==> src/rtl/sprite_cmd_pkg.sv <==
// Shared definitions for the sprite command bus: word fields, opcodes, sequencer states
// and status-word bit positions.
package sprite_cmd_pkg;

   localparam int unsigned COMP_W   = 6;
   localparam int unsigned COMP_MSB = 31;
   localparam int unsigned COMP_LSB = 26;
   localparam int unsigned CHLD_MSB = 25;
   localparam int unsigned CHLD_LSB = 21;
   localparam int unsigned ACT_MSB  = 20;
   localparam int unsigned ACT_LSB  = 17;
   localparam int unsigned TYPE_MSB = 16;
   localparam int unsigned TYPE_LSB = 14;
   localparam int unsigned BUF_BIT  = 13;
   localparam int unsigned DATA_MSB = 12;

   // Component 0 is reserved, so an all-zero word matches no display.
   localparam logic [31:0] NOP_WORD = 32'h0;

   localparam logic [3:0] ACTION_SWAP   = 4'hF;
   localparam logic [3:0] ACTION_UPDATE = 4'h1;

   localparam logic [2:0] TYPE_VIS  = 3'b001;
   localparam logic [2:0] TYPE_X    = 3'b010;
   localparam logic [2:0] TYPE_Y    = 3'b011;
   localparam logic [2:0] TYPE_ATTR = 3'b100;

   typedef enum logic [1:0] {DRAIN, FLUSH, WAIT_VBL, SWAP} seq_state_t;

   localparam int unsigned ST_FULL    = 16;
   localparam int unsigned ST_EMPTY   = 17;
   localparam int unsigned ST_PEND    = 18;
   localparam int unsigned ST_BUF     = 19;
   localparam int unsigned ST_OVF     = 20;
   localparam int unsigned ST_REJ_LSB = 24;

   function automatic logic [31:0] swap_word(input logic [COMP_W-1:0] id, input logic buf_sel);
      logic [31:0] w;
      w = NOP_WORD;
      w[COMP_MSB:COMP_LSB] = id;
      w[ACT_MSB:ACT_LSB]   = ACTION_SWAP;
      w[BUF_BIT]           = buf_sel;
      return w;
   endfunction

endpackage

==> src/rtl/sync_cmd_fifo.sv <==
// Synchronous command FIFO with registered read data: a pop loads rd_data and raises
// rd_valid for exactly the following cycle. DEPTH must be a power of two.
module sync_cmd_fifo #(
   parameter int unsigned DEPTH = 16,
   parameter int unsigned WIDTH = 32
) (
   input  logic                     clk,
   input  logic                     reset,
   input  logic                     wr_en,
   input  logic [WIDTH-1:0]         wr_data,
   input  logic                     rd_en,
   output logic [WIDTH-1:0]         rd_data,
   output logic                     rd_valid,
   output logic [$clog2(DEPTH):0]   level,
   output logic                     full,
   output logic                     empty
);
   localparam int unsigned AW   = $clog2(DEPTH);
   localparam int unsigned CntW = AW + 1;

   logic [WIDTH-1:0] mem_q [DEPTH];
   logic [AW-1:0]    wr_ptr_q, wr_ptr_d, rd_ptr_q, rd_ptr_d;
   logic [CntW-1:0]  count_q, count_d;
   logic [WIDTH-1:0] rd_data_q, rd_data_d;
   logic             rd_valid_q, rd_valid_d;
   logic             do_wr, do_rd;

   assign full  = (count_q == CntW'(DEPTH));
   assign empty = (count_q == '0);
   // Fullness is judged on the registered count, so a pop never frees a slot for the same cycle.
   assign do_wr = wr_en && !full;
   assign do_rd = rd_en && !empty;

   always_comb begin
      wr_ptr_d   = wr_ptr_q;
      rd_ptr_d   = rd_ptr_q;
      count_d    = count_q;
      rd_data_d  = rd_data_q;
      rd_valid_d = do_rd;
      if (do_wr) wr_ptr_d = wr_ptr_q + AW'(1);
      if (do_rd) begin
         rd_ptr_d  = rd_ptr_q + AW'(1);
         rd_data_d = mem_q[rd_ptr_q];
      end
      if (do_wr && !do_rd)      count_d = count_q + CntW'(1);
      else if (do_rd && !do_wr) count_d = count_q - CntW'(1);
   end

   always_ff @(posedge clk) begin
      if (do_wr) mem_q[wr_ptr_q] <= wr_data;
   end

   always_ff @(posedge clk) begin
      if (reset) begin
         wr_ptr_q   <= '0;
         rd_ptr_q   <= '0;
         count_q    <= '0;
         rd_data_q  <= '0;
         rd_valid_q <= 1'b0;
      end else begin
         wr_ptr_q   <= wr_ptr_d;
         rd_ptr_q   <= rd_ptr_d;
         count_q    <= count_d;
         rd_data_q  <= rd_data_d;
         rd_valid_q <= rd_valid_d;
      end
   end

   assign rd_data  = rd_data_q;
   assign rd_valid = rd_valid_q;
   assign level    = count_q;

endmodule

==> src/rtl/sprite_cmd_sequencer.sv <==
// Buffers CPU sprite commands and broadcasts them, then swaps every display's buffer at the
// next vblank. Define SEQ_CMD_FILTER_EN to drop component-0 and swap-action pushes.
module sprite_cmd_sequencer
   import sprite_cmd_pkg::*;
#(
   parameter int unsigned FIFO_DEPTH = 16,
   parameter int unsigned MAX_ID     = 63,
   parameter int unsigned V_ACTIVE   = 480
) (
   input  logic        clk,
   input  logic        reset,
   input  logic        cpu_write,
   input  logic        cpu_read,
   input  logic [1:0]  cpu_address,
   input  logic [31:0] cpu_writedata,
   output logic [31:0] cpu_readdata,
   input  logic [9:0]  hcount,
   input  logic [9:0]  vcount,
   output logic [31:0] writedata,
   output logic        frame_swapped
);
   localparam int unsigned       LvlW    = $clog2(FIFO_DEPTH) + 1;
   localparam logic [COMP_W-1:0] MaxId   = COMP_W'(MAX_ID);
   localparam logic [9:0]        VActive = 10'(V_ACTIVE);

   seq_state_t        state_q, state_d;
   logic [LvlW-1:0]   flush_cnt_q, flush_cnt_d, level;
   logic [COMP_W-1:0] id_q, id_d;
   logic [31:0]       swap_q, swap_d, readdata_q, readdata_d, status, fifo_data, wd;
   logic [7:0]        rej_q, rej_d;
   logic              active_buf_q, active_buf_d, ovf_q, ovf_d;
   logic              blank_q, blank_d, vbl_start_q, vbl_start_d;
   logic              last_q, last_d, frame_swapped_q, frame_swapped_d;
   logic              push_req, commit, clr_ovf, reject, push, pop;
   logic              full, empty, fifo_valid;
   logic              unused_hcount;

   assign unused_hcount = ^hcount;

   assign push_req = cpu_write && (cpu_address == 2'd0);
   assign commit   = cpu_write && (cpu_address == 2'd1);
   assign clr_ovf  = cpu_write && (cpu_address == 2'd2);

`ifdef SEQ_CMD_FILTER_EN
   assign reject = (cpu_writedata[COMP_MSB:COMP_LSB] == '0) ||
                   (cpu_writedata[ACT_MSB:ACT_LSB] == ACTION_SWAP);
`else
   assign reject = 1'b0;
`endif

   assign push = push_req && !reject && !full;

   sync_cmd_fifo #(
      .DEPTH (FIFO_DEPTH),
      .WIDTH (32)
   ) u_fifo (
      .clk      (clk),
      .reset    (reset),
      .wr_en    (push),
      .wr_data  (cpu_writedata),
      .rd_en    (pop),
      .rd_data  (fifo_data),
      .rd_valid (fifo_valid),
      .level    (level),
      .full     (full),
      .empty    (empty)
   );

   always_comb begin
      state_d      = state_q;
      flush_cnt_d  = flush_cnt_q;
      id_d         = id_q;
      active_buf_d = active_buf_q;
      swap_d       = NOP_WORD;
      last_d       = 1'b0;
      pop          = 1'b0;
      unique case (state_q)
         DRAIN: begin
            pop = !empty;
            if (commit) begin
               // Count only entries still queued after this cycle's pop.
               flush_cnt_d = level - LvlW'(pop);
               state_d     = FLUSH;
            end
         end
         FLUSH: begin
            if (flush_cnt_q == '0) begin
               state_d = WAIT_VBL;
            end else begin
               pop         = 1'b1;
               flush_cnt_d = flush_cnt_q - LvlW'(1);
               if (flush_cnt_q == LvlW'(1)) state_d = WAIT_VBL;
            end
         end
         WAIT_VBL: begin
            if (vbl_start_q) begin
               state_d = SWAP;
               id_d    = COMP_W'(1);
            end
         end
         SWAP: begin
            swap_d = swap_word(id_q, ~active_buf_q);
            if (id_q == MaxId) begin
               state_d      = DRAIN;
               active_buf_d = ~active_buf_q;
               last_d       = 1'b1;
            end else begin
               id_d = id_q + COMP_W'(1);
            end
         end
      endcase
   end

   always_comb begin
      // Edge-detect so a blank already under way when WAIT_VBL is entered is ignored.
      blank_d         = (vcount >= VActive);
      vbl_start_d     = blank_d && !blank_q;
      frame_swapped_d = last_q;

      ovf_d = ovf_q;
      if (clr_ovf)                          ovf_d = 1'b0;
      else if (push_req && !reject && full) ovf_d = 1'b1;

      rej_d = rej_q;
`ifdef SEQ_CMD_FILTER_EN
      if (clr_ovf)                                    rej_d = '0;
      else if (push_req && reject && rej_q != 8'hFF) rej_d = rej_q + 8'd1;
`else
      rej_d = '0;
`endif

      status                        = '0;
      status[15:0]                  = 16'(level);
      status[ST_FULL]               = full;
      status[ST_EMPTY]              = empty;
      status[ST_PEND]               = (state_q != DRAIN);
      status[ST_BUF]                = active_buf_q;
      status[ST_OVF]                = ovf_q;
      status[ST_REJ_LSB+7:ST_REJ_LSB] = rej_q;
      readdata_d = cpu_read ? status : readdata_q;
   end

   always_ff @(posedge clk) begin
      if (reset) begin
         state_q         <= DRAIN;
         flush_cnt_q     <= '0;
         id_q            <= '0;
         active_buf_q    <= 1'b0;
         swap_q          <= NOP_WORD;
         last_q          <= 1'b0;
         frame_swapped_q <= 1'b0;
         blank_q         <= 1'b0;
         vbl_start_q     <= 1'b0;
         ovf_q           <= 1'b0;
         rej_q           <= '0;
         readdata_q      <= '0;
      end else begin
         state_q         <= state_d;
         flush_cnt_q     <= flush_cnt_d;
         id_q            <= id_d;
         active_buf_q    <= active_buf_d;
         swap_q          <= swap_d;
         last_q          <= last_d;
         frame_swapped_q <= frame_swapped_d;
         blank_q         <= blank_d;
         vbl_start_q     <= vbl_start_d;
         ovf_q           <= ovf_d;
         rej_q           <= rej_d;
         readdata_q      <= readdata_d;
      end
   end

   // FIFO words and swap words never overlap: nothing is popped in WAIT_VBL or SWAP.
   always_comb begin
      wd = swap_q;
      if (fifo_valid) begin
         wd          = fifo_data;
         wd[BUF_BIT] = ~active_buf_q;
      end
   end

   assign writedata     = wd;
   assign frame_swapped = frame_swapped_q;
   assign cpu_readdata  = readdata_q;

endmodule

==> config.mk <==
export PLATFORM = sky130hd
export DESIGN_NAME = sprite_cmd_sequencer
export DESIGN_NICKNAME = d
export VERILOG_FILES = /design/src/rtl/sprite_cmd_pkg.sv /design/src/rtl/sync_cmd_fifo.sv /design/src/rtl/sprite_cmd_sequencer.sv
export SDC_FILE = /design/constraint.sdc
export NUM_CORES = 1
export LEC_CHECK = 0
export BUFFER_PORTS_ARGS = -buffer_cell sky130_fd_sc_hd__clkbuf_2
export CAP_MARGIN = 30
export CORE_MARGIN = 8
export CORE_UTILIZATION = 35
export DETAILED_ROUTE_END_ITERATION = 10
export PLACE_DENSITY = 0.62
export SKIP_CTS_REPAIR_TIMING = 1
export SYNTH_ARGS = -nofsm -noshare
export SYNTH_HDL_FRONTEND = slang
export SYNTH_HIERARCHICAL = 1
export SYNTH_SLANG_ARGS = --single-unit
export TNS_END_PERCENT = 10
==> constraint.sdc <==
create_clock -name clk -period 4.89 [get_ports clk]
set_clock_uncertainty 0.05 [all_clocks]
set_input_delay 0.489 -clock clk [delete_from_list [all_inputs] [get_ports clk]]
set_output_delay 0.489 -clock clk [all_outputs]
set_load 0.02 [all_outputs]
==> metrics, run 1 <==
pwr dens 482 mW/mm^2; Die H 271 um; CP cell instances or4_1 -> nor2_1 -> o22ai_1 -> o21ai_4 -> ha_1 -> inv_1 -> fa_1 -> a21o_1 -> a21oi_1 -> mux2i_1 -> mux2_2; max-cap violations 0; Lkg Pwr 8.52 nW; FF-to-FF Start u_fifo/level[0]; Clk pin slew, worst setup/hold paths 0.06 ns; fin worst setup slack approximately 1.1 ns; Detail Route Antenna Nets 0; synthesis warning total 6; Congestion Overflow GR 0; initial antenna violation count 3; Area after DPL around 0.024 mm^2; worst path arrival time between 4 and 5 ns; cell family with most CP delay simple AND/OR/NAND/NOR gates; clk sinks between 500 and 600; cell area after synthesis ~0.023 mm^2; post-route minimum period 3.74 ns; fin crit share 76.5%; CP endpoint kind register; H-tree Lvls 2; drc violations 0; Critical Path Fanout Max 9; Avg WL per Cell 21.8 um; Post-Place Worst Slack 1.14 ns; max-slew violation count 0; Slowest cell on crit path or4_1; max incr delay on CP 0.77 ns; fillers 5661; HPWL Detailed 26400 um; first-pass GRT wire length a little over 70000 um; FP Rows 93; r2r endpoint u_fifo/level[4]; IO Pins 123; GPL Wtd Cong a little over 0.7; cell count after synthesis 1177; outcome finished, final reports clean; Clock Latency Late Sink 0.63 ns; Setup violations, final 0; Buf/Inv on CP 1; final WL 47800 um; setup TNS 0 ns; maximum vdd drop roughly 290 uV; via count ~11000; hold crit path type input port to register; CP Launch Type register; share of post-route cells with drive strength above 1 29.8%; WS Path Type register to register; Core ar. 0.0643 mm^2; post-synthesis area per instance 19.3 um^2; Total GRT Usage 12.8%; Final Hold Fails 0; Clock Tree Root clkbuf_16; Bufs on Longest Clock Path 3; fmax 0.267 GHz; detailed-routing iteration count for the pre-antenna-repair pass 4; CP required 5.33 ns; Max-slew headroom 38.5%; Hold Startpoint cpu_address[1]; hold-critical path depth 2; RSZ-0062 raised after global routing no; area growth from synthesis to layout 15.7%; Die Area 0.0733 mm^2; Hold Crit Endpoint ovf_q; TritonCTS Buffers 60; flop2flop setup slack 1.15 ns; Worst R2R Path Depth 11; worst-margin pin slew between 0.9 and 1 ns; post-route cell area 0.0263 mm^2; Initial Util between 30% and 40%; I/O Buffers 84; drt initial violations approximately 700; largest net degree at the start of global routing 57; Layout Nets 1367; Via-to-Cell Ratio 5.02; vias in the first global route around 11000; CTS tree done; chip width 271 um
## routing by layer
layer | up-vias | part of all wire [%] | track usage (%)
met2 | 252 | 48 | 20.8
li1 | 4911 | - | -
met1 | 5808 | 46 | 17.6
met4 | 0 | 1.6 | 3.35
met5 | - | 0 | 0
met3 | 56 | 5.0 | 2.51
## worst max path at each step
stage / cells after the start / startpoint / to
6_report: 11 / u_fifo/level[0] / u_fifo/level[4]
4_1_cts: 11 / u_fifo/level[0] / u_fifo/level[4]
3_3_place_gp: 11 / u_fifo/level[0] / u_fifo/level[4]
2_1_floorplan: 8 / u_fifo/level[1] / u_fifo/mem_q[0][0]
3_5_place_dp: 11 / u_fifo/level[0] / u_fifo/level[4]
5_1_grt: 11 / u_fifo/level[0] / u_fifo/level[4]
## state kept, by name (all words and copies together) (netlist names)
register         flops
id_q                 6
u_fifo/rd_data      31
blank_q              1
u_fifo/rd_valid      1
vbl_start_q          1
cpu_readdata        10
frame_swapped        1
frame_swapped_d      1
active_buf_q         1
u_fifo/rd_ptr_q      4
u_fifo/wr_ptr_q      4
u_fifo/mem_q       496
u_fifo/level         5
flush_cnt_q          5
swap_q               8
ovf_q                1
state_q              2
## worst reg2reg max path: stages (launching register included)
cell and delay (ns):
dfxtp_1 0.38, or4_1 0.77, nor2_1 0.27, o22ai_1 0.27, o21ai_4 0.21, ha_1 0.22, inv_1 0.11, fa_1 0.41
a21o_1 0.19, a21oi_1 0.18, mux2i_1 0.22, mux2_2 0.34
## report_power, final
| group | switching, mW | internal (mW) |
|---|---|---|
| Sequential | 0.291 | 5.56 |
| Clock | 1.89 | 2.75 |
| Combinational | 1.11 | 1.08 |
| Total | 3.29 | 9.38 |
## area by class of cell
class	count	area (um^2)	area share [%]
antenna	2	5.00	0.0190
clock buffer	86	1700	6.47
clock inverter	28	353	1.34
inverter	18	67.6	0.257
multi-input combinational	516	5800	22.1
sequential	578	16500	63.0
tap	855	1070	4.07
timing repair buffer	115	736	2.80
## cells in the final DEF (no fill, tap or decap), types with 4 or more instances in the layout
master / instances
ha_1: 19
o21ai_0: 4
clkinv_2: 13
nor2_4: 12
nor3_2: 4
clkbuf_2: 84
nand3_1: 4
dfxtp_1: 78
mux2_2: 38
and2_1: 27
edfxtp_1: 496
mux2i_1: 48
nor2b_1: 4
mux4_2: 124
clkbuf_8: 8
a221o_1: 31
conb_1: 22
xor2_1: 9
clkbuf_16: 61
bufinv_16: 6
nor2_1: 67
clkbuf_1: 17
o211ai_1: 4
buf_12: 5
nor3b_1: 4
nand2b_1: 7
buf_4: 25
nand2_1: 22
a21oi_1: 10
xnor2_1: 4
inv_1: 18
## per-stage QoR
step | utilization [%] | hold WS (ns) | instances | power (mW)
final | 40.8 | 0.0563 | 2198 | 12.7
after global routing | 40.8 | 0.0405 | 2196 | 13.2
after CTS | 40.8 | 0.0221 | 2196 | 12.8
after detailed placement | 37.6 | 0.340 | 2082 | 8.17
after global placement | 37.6 | 0.337 | 2081 | 8.13
after floorplan | - | 0.326 | 1198 | 7.57
No activity file was read; power rests on OpenSTA's default activity.
==> run 2: changes to the inputs <==
==> constraint.sdc (replaced) <==
create_clock -name clk -period 3.67 [get_ports clk]
set_clock_uncertainty 0.05 [all_clocks]
set_input_delay 0.367 -clock clk [delete_from_list [all_inputs] [get_ports clk]]
set_output_delay 0.367 -clock clk [all_outputs]
set_load 0.02 [all_outputs]
==> run 2 against run 1 <==
Net effect:
- combinational power up 39%
- via count up 1.8%
- final cell count up 0.27%
- worst hold slack worse by 0.030 ns
- sequential share of layout area down 0.060 points
- register-to-register slack worse by 0.94 ns
- clock power up 27%
- largest power group unchanged
- critical path depth unchanged
- die area unchanged
- worst setup slack worse by 0.94 ns
- clock-buffer cell count down 3
==> metrics, run 2 (synthesized netlist as in run 1, its figures left out) <==
Clock Latency Late Sink 0.62 ns; Buf/Inv on CP 1; TritonCTS Buffers 57; CP Launch Type register; CP cell instances or4_1 -> nor2_1 -> o22ai_1 -> o21ai_4 -> ha_1 -> inv_1 -> fa_1 -> a21o_1 -> a21oi_1 -> mux2i_1 -> mux2_2; sequential share of power 46.5%; area growth from synthesis to layout 15.8%; design internal power 12.3 mW; drt initial violations 758; hold-critical path depth 3; Clock Tree Root clkbuf_16; worst-margin pin slew 0.947 ns; Total GRT Usage a little over an eighth; HPWL Detailed 27200 um; Avg WL per Cell between 20 and 25 um; FP Rows 93; max-cap violations 0; max incr delay on CP approximately 0.52 ns; GPL Wtd Cong 0.726; Core ar. 0.0643 mm^2; Via-to-Cell Ratio 5.09; Critical Path Fanout Max 7; r2r endpoint u_fifo/level[4]; Area after DPL 0.0244 mm^2; Gate power share about 18%; Lkg Pwr roughly 8.5 nW; Final Hold Fails 0; vias in the first global route 11700; initial antenna violation count 6; worst path arrival time 3.90 ns; Hold Crit Endpoint blank_q; hold crit path type input port to register; detailed-routing iteration count for the pre-antenna-repair pass 5; max-slew violation count 0; CP required 4.11 ns; Die H 271 um; Hold Startpoint vcount[8]; drc violations 0; Layout Nets about 1400; fmax 0.289 GHz; via count about 11000; Die Area 0.0733 mm^2; Worst R2R Path Depth 11; Clk pin slew, worst setup/hold paths approximately 0.060 ns; fin crit share a little over nine tenths; chip width 271 um; routing usage on met2 ~22%; Initial Util 35.3%; Detail Route Antenna Nets 0; RSZ-0062 raised after global routing no; WS Path Type register to register; Congestion Overflow GR 0; most frequent cells in the layout 496 x edfxtp_1, 124 x mux4_2, 84 x clkbuf_2; clk sinks 578; CP Launch Point u_fifo/level[2]; Top reg by flops u_fifo/mem_q; Switch Pwr approximately 4.3 mW; final core area utilization a little over 40%; maximum vdd drop 404 uV; met1 Track Usage GR a little under a fifth; post-route cell area around 0.026 mm^2; ant diodes 0; most common cell after layout, fill and taps aside edfxtp_1; Largest register FFs 496; final WL 49500 um; Slowest cell on crit path or4_1; largest net degree at the start of global routing 55; Setup violations, final 0; Clock Power Share 35.2%; GR Util met3 2.77%; pwr dens 633 mW/mm^2; first-pass GRT wire length 75300 um; share of post-route cells with drive strength above 1 29.4%; CTS tree done; CP endpoint kind register; fillers roughly 5700; flop2flop setup slack 0.20 ns; cell family with most CP delay compound AO/OA/AOI/OAI gates; post-route minimum period ~3.5 ns; Max-slew headroom 36.6%; outcome finished, final reports clean; Bufs on Longest Clock Path 3; IO Pins ~120; busiest grt layer met2; switching fraction of total power 25.9%; I/O Buffers 84; H-tree Lvls 2; FF-to-FF Start u_fifo/level[2]
## run 2: cell types whose count changed in the layout (fill, tap and decap cells not counted), moves of 3 or more
cell and delta:
buf_4 +9, buf_12 +6, clkinv_2 -9, clkinv_1 +6, clkbuf_16 -3
## run 2: how the worst max path moves through the flow
stage,endpoint,slack [ns],cells after the start
2_1_floorplan,u_fifo/mem_q[1][0],-0.60,8
3_3_place_gp,u_fifo/level[4],0.26,11
3_5_place_dp,u_fifo/level[4],0.22,11
4_1_cts,u_fifo/level[4],0.21,11
5_1_grt,u_fifo/level[4],0.008,12
6_report,u_fifo/level[4],0.20,11
## run 2: metrics by stage
stage / TNS (ns) / hold WS, ns / instances / setup WS (ns) / power [mW]
finish: 0 / 0.0264 / 2204 / 0.204 / 16.6
detailed placement: 0 / 0.343 / 2095 / 0.221 / 11.0
CTS: 0 / -0.0925 / 2201 / 0.210 / 16.9
global route: 0 / 0.0436 / 2204 / 0.00788 / 17.4
floorplan: -48.40 / 0.326 / 1198 / -0.603 / 10.1
global placement: 0 / 0.337 / 2095 / 0.263 / 10.9
## run 2: layout make-up
type / instances / area (um^2) / share of cell area (%)
repair buffers: 131 / 916 / 3.48
flip-flops and latches: 578 / 16500 / 62.9
well taps: 855 / 1070 / 4.07
inverters: 18 / 67.6 / 0.257
clock inverters: 23 / 292 / 1.11
clock buffers: 83 / 1610 / 6.10
multi-input cells: 516 / 5810 / 22.1
## run 2: worst min-delay path, cell delays in order
cell and delay [ns]:
clkbuf_2 0.08, a41oi_1 0.11, nor2_1 0.08
## run 2: power groups by stage
| stage | registers [mW] | logic [mW] | clock network [mW] |
|---|---|---|---|
| after floorplan | 7.67 | 2.42 | 0 |
| after global placement | 7.88 | 3.05 | 0 |
| after detailed placement | 7.89 | 3.08 | 0 |
| after CTS | 7.75 | 3.10 | 6.03 |
| after global routing | 7.78 | 3.35 | 6.26 |
| final | 7.74 | 3.05 | 5.87 |
## run 2: metal layers
| metal | vias up | share of wire (%) |
|---|---|---|
| met4 | 10 | 1.9 |
| met2 | 299 | 47 |
| met1 | 5894 | 44 |
| li1 | 4953 | - |
| met3 | 71 | 6.2 |
| met5 | - | 0.12 |
==> run 3: changes to the inputs <==
==> constraint.sdc (replaced) <==
create_clock -name clk -period 4.35 [get_ports clk]
set_clock_uncertainty 0.05 [all_clocks]
set_input_delay 0.435 -clock clk [delete_from_list [all_inputs] [get_ports clk]]
set_output_delay 0.435 -clock clk [all_outputs]
set_load 0.02 [all_outputs]
==> run 3 against run 2 <==
Net effect:
- clock-buffer cell count grew 5
- largest power group unchanged
- first-iteration DRC count rose by 3.8%
- combinational power is 20% lower
- via count decreased by 0.74%
- non-clock buffer count fell by 12
- flip-flop and latch count stayed put
- routed wire length fell by 1.6%
- die area is the same
- final cell count shrank 0.36%
==> metrics, run 3 (synthesized netlist as in run 1, its figures left out) <==
most common cell after layout, fill and taps aside edfxtp_1; Area after DPL between 0.02 and 0.025 mm^2; Reg area ~0.017 mm^2; first-pass GRT wire length about 74000 um; TritonCTS Buffers 58; final WL between 40000 and 50000 um; worst path arrival time around 4.2 ns; Post-Place Worst Slack ~0.6 ns; fin worst setup slack 0.599 ns; Max-slew headroom roughly 35%; Clk pin slew, worst setup/hold paths 0.06 ns; r2r endpoint u_fifo/level[4]; FP Rows 93; H-tree Lvls 2; fillers 5686; initial antenna violation count 3; chip width about 270 um; I/O Buffers 84; Final Hold Fails 0; via count 11100; max-cap violations 0; Via-to-Cell Ratio 5.07; CP endpoint kind register; setup TNS 0 ns; Congestion Overflow GR 0; Worst R2R Path Depth 11; Layout Nets 1369; most frequent cells in the layout 496 x edfxtp_1, 124 x mux4_2, 84 x clkbuf_2; RSZ-0062 raised after global routing no; Bufs on Longest Clock Path 3; drt initial violations 787; worst-margin pin slew 0.964 ns; FF-to-FF Start u_fifo/level[0]; Top reg by flops u_fifo/mem_q; drc violations 0; Hold Startpoint cpu_address[1]; Lkg Pwr about 8.5 nW; post-route minimum period 3.75 ns; Detail Route Antenna Nets 0; area of the multi-input gates 0.00580 mm^2; Clock Latency Late Sink ~0.63 ns; Largest register FFs slightly below 500; Die H 271 um; hold-critical path depth 2; largest net degree at the start of global routing 50; vias in the first global route 11700; hold crit path type input port to register; fin crit share 86.2%; GPL Wtd Cong 0.712; Die Area 0.0733 mm^2; maximum vdd drop 328 uV; detailed-routing iteration count for the pre-antenna-repair pass 5; Setup violations, final 0; Initial Util 35.3%; Core ar. 0.0643 mm^2; area growth from synthesis to layout 15.4%; share of post-route cells with drive strength above 1 29.2%; fmax 0.267 GHz; clk sinks 578; outcome finished, final reports clean; CP required 4.78 ns; Critical Path Fanout Max 9; IO Pins ~120; Hold Crit Endpoint ovf_q; flop2flop setup slack 0.60 ns; Avg WL per Cell about 22 um; post-route cell area 0.0262 mm^2; HPWL Detailed between 20000 and 30000 um; WS Path Type register to register; Total GRT Usage between 10% and 20%; max-slew violation count 0; Hold Slack a little under 0.006 ns; Clock Tree Root clkbuf_16; CTS tree done; pwr dens 533 mW/mm^2; CP Launch Type register
-- run 3: changes by cell type in the layout (fill, tap and decap cells not counted), sizes merged --
cell,previous run,this run
inv,19,20
clkbuf,167,172
clkinv,15,13
buf,45,35
bufinv,6,4
diode,0,2
dlygate4sd3,2,0
-- run 3: how the worst max path moves through the flow --
stage | to | slack [ns] | from
2_1_floorplan | u_fifo/mem_q[0][0] | 0.08 | u_fifo/level[1]
5_1_grt | u_fifo/level[4] | 0.28 | u_fifo/level[1]
3_5_place_dp | u_fifo/level[4] | 0.58 | u_fifo/level[0]
3_3_place_gp | u_fifo/level[4] | 0.65 | u_fifo/level[0]
6_report | u_fifo/level[4] | 0.60 | u_fifo/level[0]
4_1_cts | u_fifo/level[4] | 0.56 | u_fifo/level[0]
-- run 3: metal layers --
metal | up-vias | wire length [um] | global-route usage, %
met5 | - | 13 | 0
met4 | 2 | 894 | 3.31
met3 | 63 | 2830 | 2.57
met2 | 286 | 23300 | 21.7
met1 | 5877 | 21600 | 17.9
li1 | 4916 | - | -
-- run 3: final cells by class --
| cell class | count | area share (%) |
|---|---|---|
| antenna | 2 | 0.0191 |
| clock buffer | 88 | 6.31 |
| clock inverter | 20 | 0.989 |
| inverter | 18 | 0.258 |
| multi-input combinational | 516 | 22.1 |
| sequential | 578 | 63.2 |
| tap | 855 | 4.08 |
| timing repair buffer | 119 | 3.04 |
-- run 3: power breakdown --
group / internal (mW) / total (mW) / leakage (nW) / switching [mW]
Combinational: 1.20 / 2.45 / 2.41 / 1.25
Clock: 2.87 / 4.94 / 0.927 / 2.07
Sequential: 6.25 / 6.59 / 5.13 / 0.339
-- run 3: critical path, cell delays in order (launching register included) --
cell and delay [ns]:
dfxtp_1 0.38, or4_1 0.77, nor2_1 0.27, o22ai_1 0.28, o21ai_4 0.21, ha_1 0.22, inv_1 0.11, fa_1 0.42
a21o_1 0.19, a21oi_1 0.17, mux2i_1 0.22, mux2_2 0.35
-- run 3: per-stage QoR --
step | total power [mW] | util, % | std cells
CTS | 14.2 | 40.7 | 2193
finish | 14.0 | 40.7 | 2196
floorplan | 8.51 | - | 1198
detailed placement | 9.20 | 37.7 | 2085
global placement | 9.15 | 37.7 | 2085
global route | 14.6 | 40.7 | 2194
